## src/rtl/uart_pkg.sv

```systemverilog
// Shared definitions for the UART stream bridge: uart_mem register map,
// STATUS bit positions and the bridge FSM encoding.
package uart_pkg;

  localparam logic [31:0] REG_BAUD_LO = 32'h0000_0000;
  localparam logic [31:0] REG_BAUD_HI = 32'h0000_0004;
  localparam logic [31:0] REG_STATUS  = 32'h0000_0008;
  localparam logic [31:0] REG_DATA    = 32'h0000_000C;
  localparam logic [31:0] REG_CTRL    = 32'h0000_0010;
  localparam logic [31:0] REG_IRQ     = 32'h0000_0014;

  localparam int STATUS_RX_AVAIL_BIT = 0;
  localparam int STATUS_TX_FULL_BIT  = 1;

  typedef enum logic [2:0] {
    S_INIT_L  = 3'd0,
    S_INIT_H  = 3'd1,
    S_WAIT    = 3'd2,
    S_POLL    = 3'd3,
    S_RD_DATA = 3'd4,
    S_WR_DATA = 3'd5,
    S_HALT    = 3'd6
  } state_t;

endpackage

```

## src/rtl/byte_fifo.sv

```systemverilog
// Small synchronous byte FIFO with occupancy count; a push is accepted when
// full only if a pop happens in the same cycle.
module byte_fifo #(
  parameter int DEPTH = 4
) (
  input  logic       clk,
  input  logic       rst_n,
  input  logic       push,
  input  logic [7:0] push_data,
  input  logic       pop,
  output logic [7:0] head,
  output logic       full,
  output logic       empty
);

  localparam int AW = (DEPTH > 1) ? $clog2(DEPTH) : 1;
  localparam int CW = $clog2(DEPTH + 1);

  logic [7:0]    mem [DEPTH];
  logic [AW-1:0] wr_ptr;
  logic [AW-1:0] rd_ptr;
  logic [CW-1:0] count;
  logic          do_push;
  logic          do_pop;

  assign full    = (count == CW'(DEPTH));
  assign empty   = (count == '0);
  assign do_pop  = pop && !empty;
  assign do_push = push && (!full || do_pop);
  assign head    = mem[rd_ptr];

  function automatic logic [AW-1:0] next_ptr(input logic [AW-1:0] p);
    return (p == AW'(DEPTH - 1)) ? '0 : p + 1'b1;
  endfunction

  // NOTE: storage is not reset; only pointers and count define validity, and
  // leaving the array out of reset lets it map onto plain registers or RAM.
  always_ff @(posedge clk) begin
    if (do_push) mem[wr_ptr] <= push_data;
  end

  always_ff @(posedge clk or negedge rst_n) begin
    if (!rst_n) begin
      wr_ptr <= '0;
      rd_ptr <= '0;
      count  <= '0;
    end else begin
      if (do_push) wr_ptr <= next_ptr(wr_ptr);
      if (do_pop)  rd_ptr <= next_ptr(rd_ptr);
      case ({do_push, do_pop})
        2'b10:   count <= count + 1'b1;
        2'b01:   count <= count - 1'b1;
        default: count <= count;
      endcase
    end
  end

endmodule

```

## src/rtl/uart_stream_bridge.sv

```systemverilog
// Bus master that initialises a uart_mem block, then polls STATUS and moves
// bytes between valid/ready streams and the UART DATA register.
module uart_stream_bridge
  import uart_pkg::*;
#(
  parameter logic [31:0] BASE_ADDR   = 32'h0000,
  parameter logic [15:0] BAUD_DIV    = 16'd434,
  parameter int          TX_FULL_BIT = 1,
  parameter int          POLL_GAP    = 8
) (
  input  logic        clk,
  input  logic        rst_n,
  input  logic        tx_valid,
  input  logic [7:0]  tx_data,
  output logic        tx_ready,
  output logic        rx_valid,
  output logic [7:0]  rx_data,
  input  logic        rx_ready,
  output logic        bus_enable,
  output logic        bus_wr_en,
  output logic [31:0] bus_addr,
  output logic [31:0] bus_wdata,
  output logic [3:0]  bus_be,
  input  logic        bus_ready,
  input  logic [31:0] bus_rdata,
  input  logic        bus_err,
  output logic        err,
  output logic        init_done
);

  state_t      state;
  state_t      next_state;
  logic        gap;
  logic [7:0]  wait_cnt;
  logic        xfer_done;
  logic        ok_done;
  logic        fifo_full;
  logic        fifo_empty;
  logic [7:0]  fifo_head;
  logic        fifo_pop;
  logic        access;
  logic        is_write;
  logic [31:0] offset;
  logic [7:0]  wbyte;
  logic        unused_rdata;

  assign unused_rdata = ^bus_rdata[31:8];

  assign xfer_done = bus_enable && bus_ready;
  assign ok_done   = xfer_done && !bus_err;
  assign fifo_pop  = (state == S_WR_DATA) && ok_done;
  assign tx_ready  = init_done && !fifo_full;

  byte_fifo #(.DEPTH(4)) u_tx_fifo (
    .clk       (clk),
    .rst_n     (rst_n),
    .push      (tx_valid && tx_ready),
    .push_data (tx_data),
    .pop       (fifo_pop),
    .head      (fifo_head),
    .full      (fifo_full),
    .empty     (fifo_empty)
  );

  always_ff @(posedge clk or negedge rst_n) begin
    if (!rst_n) state <= S_INIT_L;
    else        state <= next_state;
  end

  always_comb begin
    next_state = state;
    case (state)
      S_INIT_L:  if (xfer_done) next_state = bus_err ? S_HALT : S_INIT_H;
      S_INIT_H:  if (xfer_done) next_state = bus_err ? S_HALT : S_WAIT;
      S_WAIT:    if (wait_cnt == 8'(POLL_GAP - 1)) next_state = S_POLL;
      S_POLL: begin
        if (xfer_done) begin
          if (bus_err)
            next_state = S_HALT;
          else if (bus_rdata[STATUS_RX_AVAIL_BIT] && !rx_valid)
            next_state = S_RD_DATA;
          else if (!fifo_empty && !bus_rdata[TX_FULL_BIT])
            next_state = S_WR_DATA;
          else
            next_state = S_WAIT;
        end
      end
      S_RD_DATA, S_WR_DATA: if (xfer_done) next_state = bus_err ? S_HALT : S_WAIT;
      S_HALT:    next_state = S_HALT;
      default:   next_state = S_INIT_L;
    endcase
  end

  // NOTE: every output of this block is given a default first, so no path
  // through the case can leave a latch behind.
  always_comb begin
    access     = 1'b0;
    is_write   = 1'b0;
    offset     = '0;
    wbyte      = '0;
    bus_enable = 1'b0;
    bus_wr_en  = 1'b0;
    bus_addr   = '0;
    bus_wdata  = '0;
    bus_be     = '0;
    case (state)
      S_INIT_L:  begin access = 1'b1; is_write = 1'b1; offset = REG_BAUD_LO; wbyte = BAUD_DIV[7:0];  end
      S_INIT_H:  begin access = 1'b1; is_write = 1'b1; offset = REG_BAUD_HI; wbyte = BAUD_DIV[15:8]; end
      S_POLL:    begin access = 1'b1; offset = REG_STATUS; end
      S_RD_DATA: begin access = 1'b1; offset = REG_DATA; end
      S_WR_DATA: begin access = 1'b1; is_write = 1'b1; offset = REG_DATA; wbyte = fifo_head; end
      default:   access = 1'b0;
    endcase
    if (access && !gap) begin
      bus_enable = 1'b1;
      bus_wr_en  = is_write;
      bus_addr   = BASE_ADDR + offset;
      bus_wdata  = {24'h0, wbyte};
      bus_be     = 4'b0001;
    end
  end

  // gap resets high so the request stays low during reset and for one cycle
  // after release; it also forces the idle cycle after every completed access.
  // NOTE: state registers use non-blocking assignments so all of them update
  // together from the values seen before the clock edge.
  always_ff @(posedge clk or negedge rst_n) begin
    if (!rst_n) begin
      gap       <= 1'b1;
      wait_cnt  <= '0;
      err       <= 1'b0;
      init_done <= 1'b0;
      rx_valid  <= 1'b0;
      rx_data   <= '0;
    end else begin
      gap      <= xfer_done;
      wait_cnt <= (state == S_WAIT) ? wait_cnt + 1'b1 : '0;
      if (xfer_done && bus_err) err <= 1'b1;
      if ((state == S_INIT_H) && ok_done) init_done <= 1'b1;
      if ((state == S_RD_DATA) && ok_done) begin
        rx_valid <= 1'b1;
        rx_data  <= bus_rdata[7:0];
      end else if (rx_valid && rx_ready) begin
        rx_valid <= 1'b0;
      end
    end
  end

endmodule

```

## config.mk

```make
export PLATFORM = sky130hd
export DESIGN_NAME = uart_stream_bridge
export DESIGN_NICKNAME = d
export VERILOG_FILES = /design/src/rtl/uart_pkg.sv /design/src/rtl/byte_fifo.sv /design/src/rtl/uart_stream_bridge.sv
export SDC_FILE = /design/constraint.sdc
export NUM_CORES = 1
export LEC_CHECK = 0
export CORE_MARGIN = 1
export CORE_UTILIZATION = 49
export CTS_BUF_LIST = sky130_fd_sc_hd__clkbuf_8
export DETAILED_ROUTE_END_ITERATION = 7
export PLACE_DENSITY = 0.89
export SYNTH_ARGS = -nofsm -noshare
export SYNTH_HDL_FRONTEND = slang
export SYNTH_SLANG_ARGS = --single-unit
```

## constraint.sdc

```tcl
create_clock -name clk -period 2.9 [get_ports clk]
set_input_delay 0.87 -clock clk [delete_from_list [all_inputs] [get_ports clk]]
set_output_delay 0.87 -clock clk [all_outputs]
set_load 0.02 [all_outputs]
```

==> flow_summary.toml <==
[worst_setup_path]
critical_path_class = "reg2out"
required_ps = 2030
end_kind = "output port"
cp_data_arrival_time_ps = 1930
path_max_fanout = 7
start_kind = "flop"
rrSetupSlack_ps = 690

[floorplan]
row_count = 29
die_y_um = 83.2
dieArea_um2 = 6930
initial_utilization_pct = 50.9
ioPinCount = 128
die-width_um = 83.2
core_area_um2 = 6350

[clocking]
h-tree-depth = 3
cts_setup_buffers = 0
cts_hold_buf = 0
cts-root-buf = "clkbuf_8"
clkSlewWorstSetupHoldPaths_ps = 60
cts_resized = 8
clock_sinks = 62
clk_latency_ps = 330
cts_tree = "done"
cts_buffers = 9
clock_path_buffers = 2

[cells_and_area]
regArea_um2 = 1710
drive_gt1_share_pct = 17.3
syn_to_final_growth_pct = 17.5
fillers = 481
antennaDiodeCount = 0
fin_nets = 367
multi_input_area_um2 = 1210

[sta]
post-route-period-util_pct = 96.4
min_period_ps = 2800
setup_viol = 0
holdWs_ps = 458
tns_ps = 0
skew_ps = 11.8
max_freq_mhz = 358
rsz0062_at_grt = "no"
slew_violations = 0
hold_violations = 0

[global_routing]
grt_pass1_wl_mm = 8.96
grt_pass1_vias = 1849
grt_max_degree = 31
track_usage_pct = 17.0
antenna_found_initial = 0
grt_overflow = 0

[synth]
async_reset_ff_share_pct = 48.4
ys_warn_count = 0
synth_top_area_share_pct = 29.7
ys_ff_latch = 62
synth_edf_count = 32
syn_area_per_cell_um2 = 12.9
synth_area_leaders = "edfxtp_1 30%, dfrtp_1 22%, buf_4 13%"
netlist_area_um2 = 3230
seq_area_frac_synth_pct = 53.0
yosysTopAreaCell = "edfxtp_1"
synthFlopType = "edfxtp_1"
synth_cell_types = 49
syn_inst = 251

[place]
dp.final_hpwl_mm = 3.96
place.gp.congestion = 0.828
portBuffers = 46

[detailed_routing]
drc = 0
first_pass_iters = 4
ant_nets = 0
avgRoutedWirePerCell_um = 13.5
vias = 1901
finalWirelength_mm = 5.32
vias_per_cell = 4.81
drt_iter0_markers = 64

[pwr]
power.density_nw_per_um2 = 820
p_leak_nw = 1.69
peakVddDrop_uv = 638
report.power.total_mw = 3.11

[run_status]
outcome = "finished, final reports clean"

[worst_hold_path]
min_path_type = "reg2reg"

[run]
maxCapViolCount = 0
kinds of logic (layout without fill, tap and decap cells):
| family | count (synthesis) | in the layout | share of synthesized area (%) |
|---|---|---|---|
| buffers and inverters | 75 | 86 | 16.2 |
| multiplexers | 21 | 21 | 10.3 |
| AO/OA/AOI/OAI | 23 | 23 | 5.96 |
| flip-flops | 62 | 62 | 53.0 |
| XOR/XNOR | 9 | 9 | 2.44 |
| other | 1 | 57 | 0.116 |
| adder cells (fa/ha/maj) | 8 | 8 | 3.33 |
| AND/OR/NAND/NOR | 52 | 52 | 8.67 |
cell usage in the layout, fill, tap and decap left out, types with 2 or more instances in the layout:
cell             instances
nand3_1                  4
clkdlybuf4s50_1         37
nand2b_1                 2
clkbuf_8                10
dfrtp_1                 28
nor2_2                   3
xnor2_1                  3
dlygate4sd2_1            7
inv_2                    4
and2_1                   2
ha_1                     7
conb_1                  57
xor2_1                   6
nor2_1                  18
edfxtp_1                32
inv_1                   10
clkinv_2                 2
nand2_1                  4
nor3_1                   3
a21oi_1                  7
mux2_4                   2
mux4_2                   8
buf_4                   12
and3_1                  10
mux2_1                  10
worst max-delay path: stages, from the launching register on:
cell and delay, ps:
dfrtp_1 350, buf_4 180, mux4_2 520, a21oi_1 190, nor2_1 50, dlygate4sd2_1 320
per-stage QoR:
step / worst slack (ps) / cells / utilization, % / cell area [um2]
floorplan: 449 / 307 / - / 3440
finish: 104 / 395 / 59.8 / 3800
global route: 1.69 / 395 / 59.8 / 3800
global placement: 47.4 / 379 / 56.9 / 3610
CTS: 33.0 / 395 / 59.7 / 3790
detailed placement: 40.4 / 379 / 56.9 / 3610
report_power, final:
| group | switching [mW] | leakage, nW | internal (mW) | total [mW] |
|---|---|---|---|---|
| Combinational | 0.638 | 0.919 | 0.530 | 1.17 |
| Sequential | 0.131 | 0.666 | 1.10 | 1.23 |
| Clock | 0.306 | 0.105 | 0.411 | 0.716 |
synth_stat cells, types with 2 or more instances:
master    number
buf_4         58
edfxtp_1      32
dfrtp_1       29
nor2_1        18
and3_1        10
mux2_1        10
inv_1          8
mux4_2         8
a21oi_1        7
ha_1           7
xor2_1         6
inv_2          4
nand2_1        4
nand3_1        4
buf_6          3
nor2_2         3
nor3_1         3
xnor2_1        3
and2_1         2
mux2_4         2
nand2b_1       2
registers in the layout, indices dropped and copies added, names as in the netlist:
register and count:
rx_valid 1, state 3, u_tx_fifo.rd_ptr 2, init_done 1
u_tx_fifo.mem 32, rx_data 8, u_tx_fifo.count 3, gap 1
err 1, u_tx_fifo.wr_ptr 2, wait_cnt 8
routing by layer:
metal	global-route usage [%]	part of all wire, %	up-vias
met5	0	0	-
met4	10.3	2.0	0
met3	4.17	6.2	11
met2	27.7	49	96
met1	20.5	42	904
li1	-	-	890
worst paths after layout:
path                                 endpoint  depth (start not counted)                 from
setup / recovery                 bus_wdata[5]                          5  u_tx_fifo.rd_ptr[0]
hold / removal                    wait_cnt[0]                          1          wait_cnt[0]
setup reg to reg           u_tx_fifo.count[2]                          9             state[1]
hold reg to reg                   wait_cnt[0]                          1          wait_cnt[0]
max in group asynchronous                 gap                          2                rst_n
min in group asynchronous          rx_data[7]                          2                rst_n
area by class of cell:
cell class,instances,share of cell area [%]
repair buffers,58,14.3
flip-flops and latches,62,45.1
clock buffers,10,3.62
well taps,77,2.54
clock inverters,6,1.45
multi-input cells,170,31.8
inverters,12,1.19
Note: power is estimated with default switching activity, not from simulation.
==> patch 1: new RTL, config.mk and constraints unchanged <==
`DEPTH` is set to 4 in 2 places; all go to 8.
--- a/src/rtl/byte_fifo.sv
+++ b/src/rtl/byte_fifo.sv
@@ -2,5 +2,5 @@
 // full only if a pop happens in the same cycle.
 module byte_fifo #(
-  parameter int DEPTH = 4
+  parameter int DEPTH = 8
 ) (
   input  logic       clk,
--- a/src/rtl/uart_stream_bridge.sv
+++ b/src/rtl/uart_stream_bridge.sv
@@ -52,5 +52,5 @@
   assign tx_ready  = init_done && !fifo_full;
 
-  byte_fifo #(.DEPTH(4)) u_tx_fifo (
+  byte_fifo #(.DEPTH(8)) u_tx_fifo (
     .clk       (clk),
     .rst_n     (rst_n),
Check against the original RTL: not equivalent (a bounded check fails within 10 cycles, from zero or initial values and one cycle with rst_n low).
==> patch 1 against the original RTL <==
- the run now ends with setup timing left
- largest cell class unchanged
- wire length grew 63%
- power grew 46%
- maximum frequency shrank 5.3%
- final area grew 45%
- area after synthesis grew 46%
- utilization shrank 0.56 points
- sequential cell count grew 35
- worst setup slack lost 0.16 ns
- sequential power grew 63%
- highest routed layer unchanged
==> patch 1: results (changes against the original RTL) <==
\begin{tabular}{lr}
\hline
Metric & Value \\
\hline
\multicolumn{2}{l}{\textbf{GRT}} \\
\quad Met2 track demand over resource & 0.324 (+0.0469) \\
\quad Via count of the first global-routing pass & 2,714 (+47\%) \\
\multicolumn{2}{l}{\textbf{Logic synthesis}} \\
\quad Mux contribution to synthesized area & 0.116 (+0.0134) \\
\quad Biggest area contributors in the synthesized netlist & sky130\_fd\_sc\_hd\_\_edfxtp\_1, sky130\_fd\_sc\_hd\_\_dfrtp\_1, sky130\_fd\_sc\_hd\_\_buf\_4 \\
\quad Complex-gate fraction of the synthesized area & 0.0605 (+0.000944) \\
\multicolumn{2}{l}{\textbf{Routing}} \\
\quad Via count & 2,795 (+47\%) \\
\quad Met1 Wirelength & 3.49 mm (+55\%) \\
\quad Routed length per placed instance & 16.0 µm (+19\%) \\
\multicolumn{2}{l}{\textbf{Worst setup path}} \\
\quad Cell type of the slowest stage on the worst timing path & sky130\_fd\_sc\_hd\_\_dfrtp\_2 \\
\quad Critical R2R Launch & state[2]\$\_DFFE\_PN0P\_ \\
\quad Slack of the worst reg-to-reg path & 0.57 ns (-0.12 ns) \\
\quad Worst Setup EP & bus\_wdata[1] \\
\multicolumn{2}{l}{\textbf{STA}} \\
\quad Count of endpoints failing setup in the final report & 5 (+5) \\
\quad Min setup slack post-route & -0.0515 ns (-0.155 ns) \\
\quad Final clock skew & 0.0141 ns (+0.00232 ns) \\
\multicolumn{2}{l}{\textbf{Power}} \\
\quad Total net switching power & 1620 µW (+51\%) \\
\quad Combinational group share of total power & 0.374 (about the same) \\
\quad Static Leakage & 0.00220 µW (+30\%) \\
\multicolumn{2}{l}{\textbf{Cells and area}} \\
\quad Non-filler instance count after layout & 543 (+37\%) \\
\quad Inverter count & 6 (-6) \\
\quad Share of cells above drive strength 1 & 0.210 (+0.0372) \\
\quad Number of fillers in the final layout & 685 (+42\%) \\
\quad Multi-input comb cells & 219 (+29\%) \\
\multicolumn{2}{l}{\textbf{Placed design}} \\
\quad Post-Place Setup Slack & 0.00824 ns (-0.0322 ns) \\
\multicolumn{2}{l}{\textbf{Run status}} \\
\quad Run status & finished with violations \\
\quad Violations in the final reports & setup timing \\
\multicolumn{2}{l}{\textbf{Clock network}} \\
\quad Sink count of the clock tree & 97 (+56\%) \\
\hline
\end{tabular}
==> patch 1: cell types whose count changed after synthesis, sizes merged, moves of 5 or more <==
cell and delta:
edfxtp +32, nor3 +8, mux2i +8, nor2b +9, and3 -9, inv -6, o21ai +5, a311oi +5
buf +5
==> patch 1: worst min-delay path by stage <==
stage / cells past startpoint / end / startpoint / slack (ns)
final: 1 / err$_DFFE_PN0P_ / err$_DFFE_PN0P_ / 0.47
after global routing: 1 / err$_DFFE_PN0P_ / err$_DFFE_PN0P_ / 0.49
after CTS: 1 / err$_DFFE_PN0P_ / err$_DFFE_PN0P_ / 0.47
after detailed placement: 1 / err$_DFFE_PN0P_ / err$_DFFE_PN0P_ / 0.45
after global placement: 1 / err$_DFFE_PN0P_ / err$_DFFE_PN0P_ / 0.44
after floorplan: 1 / wait_cnt[0]$_DFF_PN0_ / wait_cnt[0]$_DFF_PN0_ / 0.45
==> patch 2: new RTL, config.mk and constraints unchanged <==
Made on the original files. Put one more register stage on the output `err`. The value now appears one clock later. The other outputs are not delayed to match.
--- a/src/rtl/uart_stream_bridge.sv
+++ b/src/rtl/uart_stream_bridge.sv
@@ -28,4 +28,6 @@
   output logic        init_done
 );
+
+  logic err_s0;
 
   state_t      state;
@@ -129,5 +131,5 @@
       gap       <= 1'b1;
       wait_cnt  <= '0;
-      err       <= 1'b0;
+      err_s0    <= 1'b0;
       init_done <= 1'b0;
       rx_valid  <= 1'b0;
@@ -136,5 +138,5 @@
       gap      <= xfer_done;
       wait_cnt <= (state == S_WAIT) ? wait_cnt + 1'b1 : '0;
-      if (xfer_done && bus_err) err <= 1'b1;
+      if (xfer_done && bus_err) err_s0 <= 1'b1;
       if ((state == S_INIT_H) && ok_done) init_done <= 1'b1;
       if ((state == S_RD_DATA) && ok_done) begin
@@ -147,4 +149,8 @@
   end
 
+  always_ff @(posedge clk) begin
+    err <= err_s0;
+  end
+
 endmodule
 
Function: changed (Yosys sat finds a counterexample within 4 cycles, from zero or initial values and one cycle with rst_n low).
==> patch 2 against the original RTL <==
- power rose by 0.82%
- wire length increased by 3.4%
- via count rose by 1.6%
- utilization down 0.40 points
- global-route usage rose by 0.28 points
- final area about the same
- area after synthesis up 0.62%
- sequential cell count is 1 higher
- sequential power grew 3%
- worst setup slack improved by 0.0019 ns
==> patch 2: results (changes against the original RTL) <==
\begin{tabular}{lr}
\hline
Metric & Value \\
\hline
\multicolumn{2}{l}{\textbf{GRT}} \\
\quad Global-route wire length before repair & 9.13 mm (+1.9\%) \\
\quad Total routing resource utilization after global routing & 0.173 (+0.00283) \\
\quad Via count of the first global-routing pass & 1,907 (+3.1\%) \\
\multicolumn{2}{l}{\textbf{Placed design}} \\
\quad Post-Place Cells & 376 (-0.79\%) \\
\quad Placer Congestion & 0.826 (-0.16\%) \\
\quad HPWL reported at the end of detailed placement & 3.88 mm (-2.1\%) \\
\quad Post-Place Setup Slack & -0.0143 ns (-0.0548 ns) \\
\quad Placed Instance Area & 0.00361 mm² (about the same) \\
\multicolumn{2}{l}{\textbf{Logic synthesis}} \\
\quad Biggest area contributors in the synthesized netlist & sky130\_fd\_sc\_hd\_\_edfxtp\_1, sky130\_fd\_sc\_hd\_\_dfrtp\_1, sky130\_fd\_sc\_hd\_\_buf\_4 \\
\quad Share of synthesized flip-flops with an asynchronous set or reset & 0.476 (-0.00768) \\
\quad Part of the Yosys area used for sequential elements & 0.533 (+0.00289) \\
\quad Post-Synthesis Mean Instance Area & 12.9 µm² (+0.22\%) \\
\multicolumn{2}{l}{\textbf{Routing}} \\
\quad Number of design-rule violations left by the first detailed-router iteration & 61 (-4.7\%) \\
\quad Sum of routed wire length over all layers & 5.50 mm (+3.4\%) \\
\quad Routed length per placed instance & 14.0 µm (+4.2\%) \\
\multicolumn{2}{l}{\textbf{Power}} \\
\quad Static Leakage & 0.00168 µW (-0.35\%) \\
\quad Max rail drop VDD & 559 µV (-12\%) \\
\multicolumn{2}{l}{\textbf{Cells and area}} \\
\quad Number of fillers in the final layout & 476 (-1.0\%) \\
\quad Number of nets in the layout & 364 (-0.82\%) \\
\quad Share of cells above drive strength 1 & 0.168 (-0.00470) \\
\multicolumn{2}{l}{\textbf{STA}} \\
\quad Final clock skew & 0.00380 ns (-0.00799 ns) \\
\quad Share of the clock period used by the worst path & 0.964 (about the same) \\
\quad Smallest hold slack & 0.386 ns (-0.0723 ns) \\
\multicolumn{2}{l}{\textbf{Run status}} \\
\quad Run status & finished, final reports clean \\
\multicolumn{2}{l}{\textbf{Worst setup path}} \\
\quad Top delay family on crit path & multiplexers \\
\quad Critical Path Max Stage Delay & 0.49 ns (-0.03 ns) \\
\quad Crit Path Max Fanout & 11 (+4) \\
\multicolumn{2}{l}{\textbf{Min path}} \\
\quad Min-delay src & err\_s0\$\_DFFE\_PN0P\_ \\
\hline
\end{tabular}
patch 2: changes by cell type after synthesis, sizes merged:
cell / unedited run / this run
dfxtp: 0 / 1
patch 2: kinds of logic after synthesis:
kind of cell	after synthesis	share of synthesized area
flip-flops	63	0.533
adder cells (fa/ha/maj)	8	0.0331
multiplexers	21	0.102
AND/OR/NAND/NOR	52	0.0862
buffers and inverters	75	0.161
XOR/XNOR	9	0.0242
AO/OA/AOI/OAI	23	0.0592
other	1	0.00115
patch 2: cell type report:
| cell class | instances | share of cell area |
|---|---|---|
| clock buffers | 9 | 0.0326 |
| clock inverters | 7 | 0.0171 |
| inverters | 12 | 0.0119 |
| multi-input cells | 170 | 0.318 |
| flip-flops and latches | 63 | 0.457 |
| well taps | 77 | 0.0254 |
| repair buffers | 54 | 0.138 |
patch 2: what timing repair did:
item                       4_1_cts  5_1_grt
buffers inserted                 0        0
setup endpoints to repair       10        5
resized for setup               11        6
patch 2: path summary, 6_finish.rpt:
kind / end
worst min register to register: err$_DFF_P_
max in group asynchronous: gap$_DFF_PN1_
worst min-delay path: err$_DFF_P_
min in group asynchronous: err_s0$_DFFE_PN0P_
worst max register to register: u_tx_fifo.count[2]$_DFFE_PN0P_
worst max-delay path: bus_wdata[4]
patch 2: metrics by stage:
step	utilization	setup TNS [ns]
2_1_floorplan	-	0
3_3_place_gp	0.566	0
3_5_place_dp	0.566	-0.0143
4_1_cts	0.594	0
5_1_grt	0.594	0
6_report	0.594	0
patch 2: power breakdown:
part           switching, µW  internal (µW)  total, µW  leakage [µW]
combinational            632            515       1150      0.000920
sequential               155           1120       1270      0.000673
clock                    330            388        718     0.0000901
patch 2: routing by layer:
metal	part of all wire	global-route usage	vias to the layer above
li1	-	-	882
met1	0.42	0.202	937
met2	0.49	0.285	97
met3	0.055	0.0514	16
met4	0.030	0.100	0
met5	0	0	-
